[src/rtl/regport_rr_arbiter_if.sv]
// Register-write port bus between the writeback requesters and the round-robin arbiter.
// The requester side drives master; the arbiter is attached through slave.
interface regport_rr_arbiter_if;
    logic [3:0] Req;
    logic [3:0] Last;
    logic       Ready;
    logic [4:0] A;
    logic [4:0] B;
    logic [4:0] C;
    logic [4:0] D;
    logic [3:0] Gnt;
    logic [1:0] Sel;
    logic       Busy;
    logic [4:0] Addr;
    logic       Err;

    modport master (
        output Req, Last, Ready, A, B, C, D,
        input  Gnt, Sel, Busy, Addr, Err
    );

    modport slave (
        input  Req, Last, Ready, A, B, C, D,
        output Gnt, Sel, Busy, Addr, Err
    );
endinterface

[src/rtl/regport_rr_arbiter.sv]
// Four-way round-robin arbiter for the shared 5-bit register-file write address.
// A grant is held across a multi-beat transfer and force-released after MAX_BEATS beats.
module regport_rr_arbiter #(
    parameter int MAX_BEATS = 8,
    parameter int CNT_W     = 4
) (
    input  logic                  clk,
    input  logic                  reset,
    regport_rr_arbiter_if.slave   rp
);

    localparam logic [CNT_W-1:0] MAX_CNT = CNT_W'(MAX_BEATS);

    typedef enum logic {
        IDLE = 1'b0,
        BUSY = 1'b1
    } state_t;

    state_t           r_state;
    logic [3:0]       r_gnt;
    logic [1:0]       r_sel;
    logic             r_busy;
    logic             r_err;
    logic [CNT_W-1:0] r_cnt;
    logic [1:0]       r_ptr;

    logic             w_pick_vld;
    logic [1:0]       w_pick_idx;
    logic [1:0]       w_try;
    logic             w_req_g;
    logic             w_last_g;
    logic [CNT_W-1:0] w_cnt_nxt;

    // Walk from the farthest candidate back to Ptr so the nearest set bit wins.
    always_comb begin
        w_pick_vld = 1'b0;
        w_pick_idx = r_ptr;
        w_try      = r_ptr;
        for (int k = 3; k >= 0; k--) begin
            w_try = r_ptr + 2'(k);
            if (rp.Req[w_try]) begin
                w_pick_vld = 1'b1;
                w_pick_idx = w_try;
            end
        end
    end

    assign w_req_g   = rp.Req[r_sel];
    assign w_last_g  = rp.Last[r_sel];
    assign w_cnt_nxt = r_cnt + CNT_W'(1);

    always_ff @(posedge clk or negedge reset) begin
        if (!reset) begin
            r_state <= IDLE;
            r_gnt   <= 4'b0000;
            r_sel   <= 2'd0;
            r_busy  <= 1'b0;
            r_err   <= 1'b0;
            r_cnt   <= '0;
            r_ptr   <= 2'd0;
        end else begin
            r_err <= 1'b0;
            case (r_state)
                IDLE: begin
                    if (w_pick_vld) begin
                        r_gnt   <= 4'b0001 << w_pick_idx;
                        r_sel   <= w_pick_idx;
                        r_busy  <= 1'b1;
                        r_cnt   <= '0;
                        r_state <= BUSY;
                    end
                end
                BUSY: begin
                    if (!w_req_g) begin
                        // Requester withdrew: silent release, no error.
                        r_gnt   <= 4'b0000;
                        r_busy  <= 1'b0;
                        r_cnt   <= '0;
                        r_ptr   <= r_sel + 2'd1;
                        r_state <= IDLE;
                    end else if (rp.Ready) begin
                        if (w_last_g || (w_cnt_nxt == MAX_CNT)) begin
                            r_gnt   <= 4'b0000;
                            r_busy  <= 1'b0;
                            r_cnt   <= '0;
                            r_ptr   <= r_sel + 2'd1;
                            r_err   <= !w_last_g;
                            r_state <= IDLE;
                        end else begin
                            r_cnt <= w_cnt_nxt;
                        end
                    end
                end
                default: begin
                    r_state <= IDLE;
                    r_gnt   <= 4'b0000;
                    r_busy  <= 1'b0;
                end
            endcase
        end
    end

    always_comb begin
        rp.Addr = 5'd0;
        if (r_busy) begin
            case (r_sel)
                2'd0:    rp.Addr = rp.A;
                2'd1:    rp.Addr = rp.B;
                2'd2:    rp.Addr = rp.C;
                default: rp.Addr = rp.D;
            endcase
        end
    end

    assign rp.Gnt  = r_gnt;
    assign rp.Sel  = r_sel;
    assign rp.Busy = r_busy;
    assign rp.Err  = r_err;

endmodule

[src/flat_wrapper.sv]
// flat-port wrapper written by rule: the top's interface ports become plain ports
module regport_rr_arbiter_flat 
#(
    parameter int MAX_BEATS = 8,
    parameter int CNT_W     = 4
)
  (clk, reset, rp_Req, rp_Last, rp_Ready, rp_A, rp_B, rp_C, rp_D, rp_Gnt, rp_Sel, rp_Busy, rp_Addr, rp_Err);
  regport_rr_arbiter_if rp_i ();
  input  logic clk;
  input  logic reset;
  input wire logic [$bits(rp_i.Req)-1:0] rp_Req;
  input wire logic [$bits(rp_i.Last)-1:0] rp_Last;
  input wire logic [$bits(rp_i.Ready)-1:0] rp_Ready;
  input wire logic [$bits(rp_i.A)-1:0] rp_A;
  input wire logic [$bits(rp_i.B)-1:0] rp_B;
  input wire logic [$bits(rp_i.C)-1:0] rp_C;
  input wire logic [$bits(rp_i.D)-1:0] rp_D;
  output wire logic [$bits(rp_i.Gnt)-1:0] rp_Gnt;
  output wire logic [$bits(rp_i.Sel)-1:0] rp_Sel;
  output wire logic [$bits(rp_i.Busy)-1:0] rp_Busy;
  output wire logic [$bits(rp_i.Addr)-1:0] rp_Addr;
  output wire logic [$bits(rp_i.Err)-1:0] rp_Err;
  assign rp_i.Req = rp_Req;
  assign rp_i.Last = rp_Last;
  assign rp_i.Ready = rp_Ready;
  assign rp_i.A = rp_A;
  assign rp_i.B = rp_B;
  assign rp_i.C = rp_C;
  assign rp_i.D = rp_D;
  assign rp_Gnt = rp_i.Gnt;
  assign rp_Sel = rp_i.Sel;
  assign rp_Busy = rp_i.Busy;
  assign rp_Addr = rp_i.Addr;
  assign rp_Err = rp_i.Err;
  regport_rr_arbiter #(.MAX_BEATS(MAX_BEATS), .CNT_W(CNT_W)) u_core (.clk(clk), .reset(reset), .rp(rp_i));
endmodule
[config.mk]
export PLATFORM = sky130hd
export DESIGN_NAME = regport_rr_arbiter_flat
export DESIGN_NICKNAME = d
export VERILOG_FILES = /design/src/rtl/regport_rr_arbiter_if.sv /design/src/rtl/regport_rr_arbiter.sv /design/src/flat_wrapper.sv
export SDC_FILE = /design/constraint.sdc
export NUM_CORES = 1
export LEC_CHECK = 0
export BUFFER_PORTS_ARGS = -buffer_cell sky130_fd_sc_hd__clkbuf_2
export CAP_MARGIN = 20
export CELL_PAD_IN_SITES_DETAIL_PLACEMENT = 0
export CELL_PAD_IN_SITES_GLOBAL_PLACEMENT = 1
export CORE_UTILIZATION = 33
export CTS_CLUSTER_SIZE = 14
export DETAILED_ROUTE_END_ITERATION = 12
export GPL_TIMING_DRIVEN = 0
export PLACE_DENSITY_LB_ADDON = 0.1
export REMOVE_ABC_BUFFERS = 1
export SLEW_MARGIN = 20
export SYNTH_ARGS = -nofsm -noshare
export SYNTH_HDL_FRONTEND = slang
export SYNTH_SLANG_ARGS = --single-unit
[constraint.sdc]
create_clock -name clk -period 2.4 [get_ports clk]
set_clock_uncertainty 0.15 [all_clocks]
set_input_delay 0.48 -clock clk [delete_from_list [all_inputs] [get_ports clk]]
set_output_delay 0.48 -clock clk [all_outputs]
set_load 0.01 [all_outputs]
==> results.txt <==
The number of warning messages in the yosys log is 0, and the pin count of the biggest net entering global routing is 16. For the placed instance area, the log shows 0.00126 mm^2. The worst-case clock buffer depth is 2. The post-detailed-route via-to-cell ratio came out at 5.19.

Yosys attributes the largest share of cell area to dfrtp_1 37%, ha_1 7.4%, o21ai_0 6.5%. The count of pins over their slew limit was 0. 44 I/O pins were placed. The clock net in this run drives a total of 15 sinks.

For the overall overflow remaining after global route, the log shows 0. Timing analysis after detailed placement gives a worst setup slack of 0.0578 ns. The tools report the leakage power total as 0.654 nW. Element type at the critical path end: an output pin. The biggest fanout along the worst timing path works out to 5. The logs give 0.420 GHz for the maximum operating frequency and 181 for the total placed cells including tap cells.

The worst pin sits at a relative slew slack of 66.2%. The wire length per cell is 12.9 um, and the final cell count without fillers is 189. STA classifies the critical path startpoint as a register. The checks that failed: design-rule violations.

At the end of routability-driven placement, the weighted congestion stood at 0.803. Summed over all instances, the cell type with the most area after synthesis is dfrtp_1. The commonest register cell after synthesis is dfrtp_1. The detailed-routing iteration count for the pre-antenna-repair pass came out at 11. The initial antenna violation count was 0.

Clock-pin slew was measured on the worst setup and hold paths at 0.10 ns. The completed layout was analyzed and its total power is 1.44 mW. The floorplan step set the die width to 57.3 um. The type of the tightest min-delay check is input pin to register. After synthesis, the share of flip-flops with an asynchronous set or reset is 100%.

TritonCTS built the clock tree. Cells with a size suffix above 1 make up 41.8% of the layout. For the number of H-tree levels, the log shows 1. The hold violation total from the final report is 0. The run gives 0.00328 mm^2 as the area of the die. In the finished design, the share of the clock period the worst path needs comes to 99.1%.

The number of synthesized flops with an enable pin is 0, and the power per unit of standard cell area is 1050 mW/mm^2. The logs give 108 for the count of mapped cells out of synthesis and 16.2% for the global router's overall resource usage. The post-route worst setup slack is 0.0206 ns, and the share of the synthesized area in the top cell type is 37.2%.

The tools report the count of unique library cells instantiated by Yosys as 36. The final layout contains routed wiring with a total length of 2.43 mm. The die is 57.3 um tall.

The number of max-capacitance violations reported is 0. At the end of the flow, the number of nets in the layout was 196. STA puts the critical path data arrival time at 1.75 ns. Core footprint: 0.00283 mm^2.

The filler cells instantiated in the layout total 267. At the end of the flow the core is filled with cells to 48.3%. The number of routed nets with antenna violations was 0. The total number of placement rows is 19.

Setup repair after global routing could not meet its margin everywhere. The HPWL after detailed placement is 1.93 mm. The flow ran to the end, but the final reports show violations. After routing the design area is 0.00137 mm^2. For the share of the yosys chip area belonging to registers, the log shows 37.2%. The growth of design area from synthesis to finish came out at 35.5%.

Most instantiated library cell after synthesis: dfrtp_1. The number of diodes added for antenna fixing came out at 0. Setup violations remaining at the end of the flow were counted as 0. The number of clock buffers added by TritonCTS is 3.

The transition time at the pin with the least slew margin works out to 0.501 ns. The commonest cells after synthesis are 15 x dfrtp_1, 13 x nand2_1, 13 x o21ai_0. The tools report the number of global-route vias before repair as 862.

For the post-synth design cell area, the log shows 0.00101 mm^2. Critical path start-end classification: register to output pin. The number of buffers added on ports came out at 43.

The tools report the via total after detailed routing as 980. The cell sitting at the root of the clock tree is a clkbuf_4. In this run, synthesis produced a sequential element count of 15.

For the number of DRC markers after the initial detailed-route iteration, the log shows 42. The number of remaining DRC errors is 2, and the effective utilization at floorplan is 35.6%. The average cell area after synthesis came out at 9.34 um^2. For the worst-skew pair, the clock arrives at the later sink with an insertion delay of 0.28 ns.

The time the final worst path needs with I/O delays and setup is 2.38 ns. The worst-case IR drop observed on VDD is 0.508 mV. The first global-routing pass estimated 4.04 mm of wire. For the required time at the worst-slack endpoint, the log shows 1.77 ns.
cells by family after synthesis:
| group | count (synthesis) | share of synthesized area, % |
|---|---|---|
| AO/OA/AOI/OAI | 34 | 24.4 |
| XOR/XNOR | 2 | 1.74 |
| adder cells (fa/ha/maj) | 6 | 7.44 |
| flip-flops | 15 | 37.2 |
| multiplexers | 4 | 6.58 |
| buffers and inverters | 6 | 2.23 |
| AND/OR/NAND/NOR | 41 | 20.4 |
cell usage in the layout (no fill, tap or decap), types with 2 or more instances in the layout:
cell / n
a21oi_1: 2
a222oi_1: 5
a22o_1: 2
and2_1: 6
buf_4: 3
clkbuf_2: 43
clkbuf_4: 3
dfrtp_1: 13
dfrtp_2: 2
ha_1: 2
ha_4: 3
inv_1: 3
inv_4: 2
mux4_2: 2
nand2_1: 13
nand3_1: 2
nor2_1: 7
nor2b_1: 2
nor3_1: 2
o211ai_1: 2
o21ai_0: 9
o21ai_1: 4
o22ai_1: 2
o2bb2ai_1: 2
xnor2_1: 2
worst max-delay path, cell delays in order, from the launching register on:
cell and delay, ns:
dfrtp_2 0.45, inv_4 0.07, ha_4 0.17, a222oi_1 0.40, o21ai_1 0.10, and2_1 0.16, clkbuf_2 0.12
final cells by class:
type	count	area [um^2]	area share, %
Multi-Input combinational cell	87	651	47.6
Sequential cell	15	378	27.7
Timing Repair Buffer	47	248	18.1
Tap cell	31	38.8	2.84
Inverter	5	23.8	1.74
Clock buffer	3	22.5	1.65
Clock inverter	1	5.00	0.366
registers in the layout, summed over array words and instances (netlist names):
register	flops
u_core.rp.Err	1
u_core.rp.Busy	1
u_core.rp.Sel	2
u_core.r_ptr	2
u_core.r_cnt	4
u_core.r_state	1
u_core.rp.Gnt	4
report_power, final:
part | switching (mW) | internal, mW
registers | 0.106 | 0.344
clock network | 0.0850 | 0.0618
logic | 0.430 | 0.411
layer usage:
layer | global-route usage [%] | routed length [um]
met5 | 0 | 0
met4 | 3.14 | 29
met3 | 4.76 | 84
met2 | 25.4 | 1130
met1 | 22.4 | 1190
timing repair:
action | 4_1_cts | 5_1_grt
setup buffers | 2 | 1
hold buffers | 1 | 0
setup endpoints to repair | 5 | 5
gates resized for setup | 14 | 3
pin swaps | 8 | 5
endpoints found under the hold margin | 15 | 0
final timing paths:
path,startpoint,to,slack [ns],depth (start not counted)
max in group asynchronous,reset,u_core.rp.Sel[0],1.32,2
worst max-delay path,u_core.rp.Sel[1],rp_Addr[3],0.02,6
worst min register to register,u_core.rp.Gnt[1],u_core.rp.Gnt[1],0.36,1
worst min-delay path,rp_Ready,u_core.rp.Err,0.32,3
worst max register to register,u_core.rp.Sel[0],u_core.r_ptr[1],0.21,6
min in group asynchronous,reset,u_core.r_ptr[0],0.48,2
per-stage QoR:
| stage | setup TNS, ns | hold slack (ns) |
|---|---|---|
| after floorplan | 0 | 0.0344 |
| after global placement | 0 | 0.270 |
| after detailed placement | 0 | 0.277 |
| after CTS | -0.00866 | 0.305 |
| after global routing | -0.322 | 0.300 |
| final | 0 | 0.319 |
No activity file was read; power rests on OpenSTA's default activity.
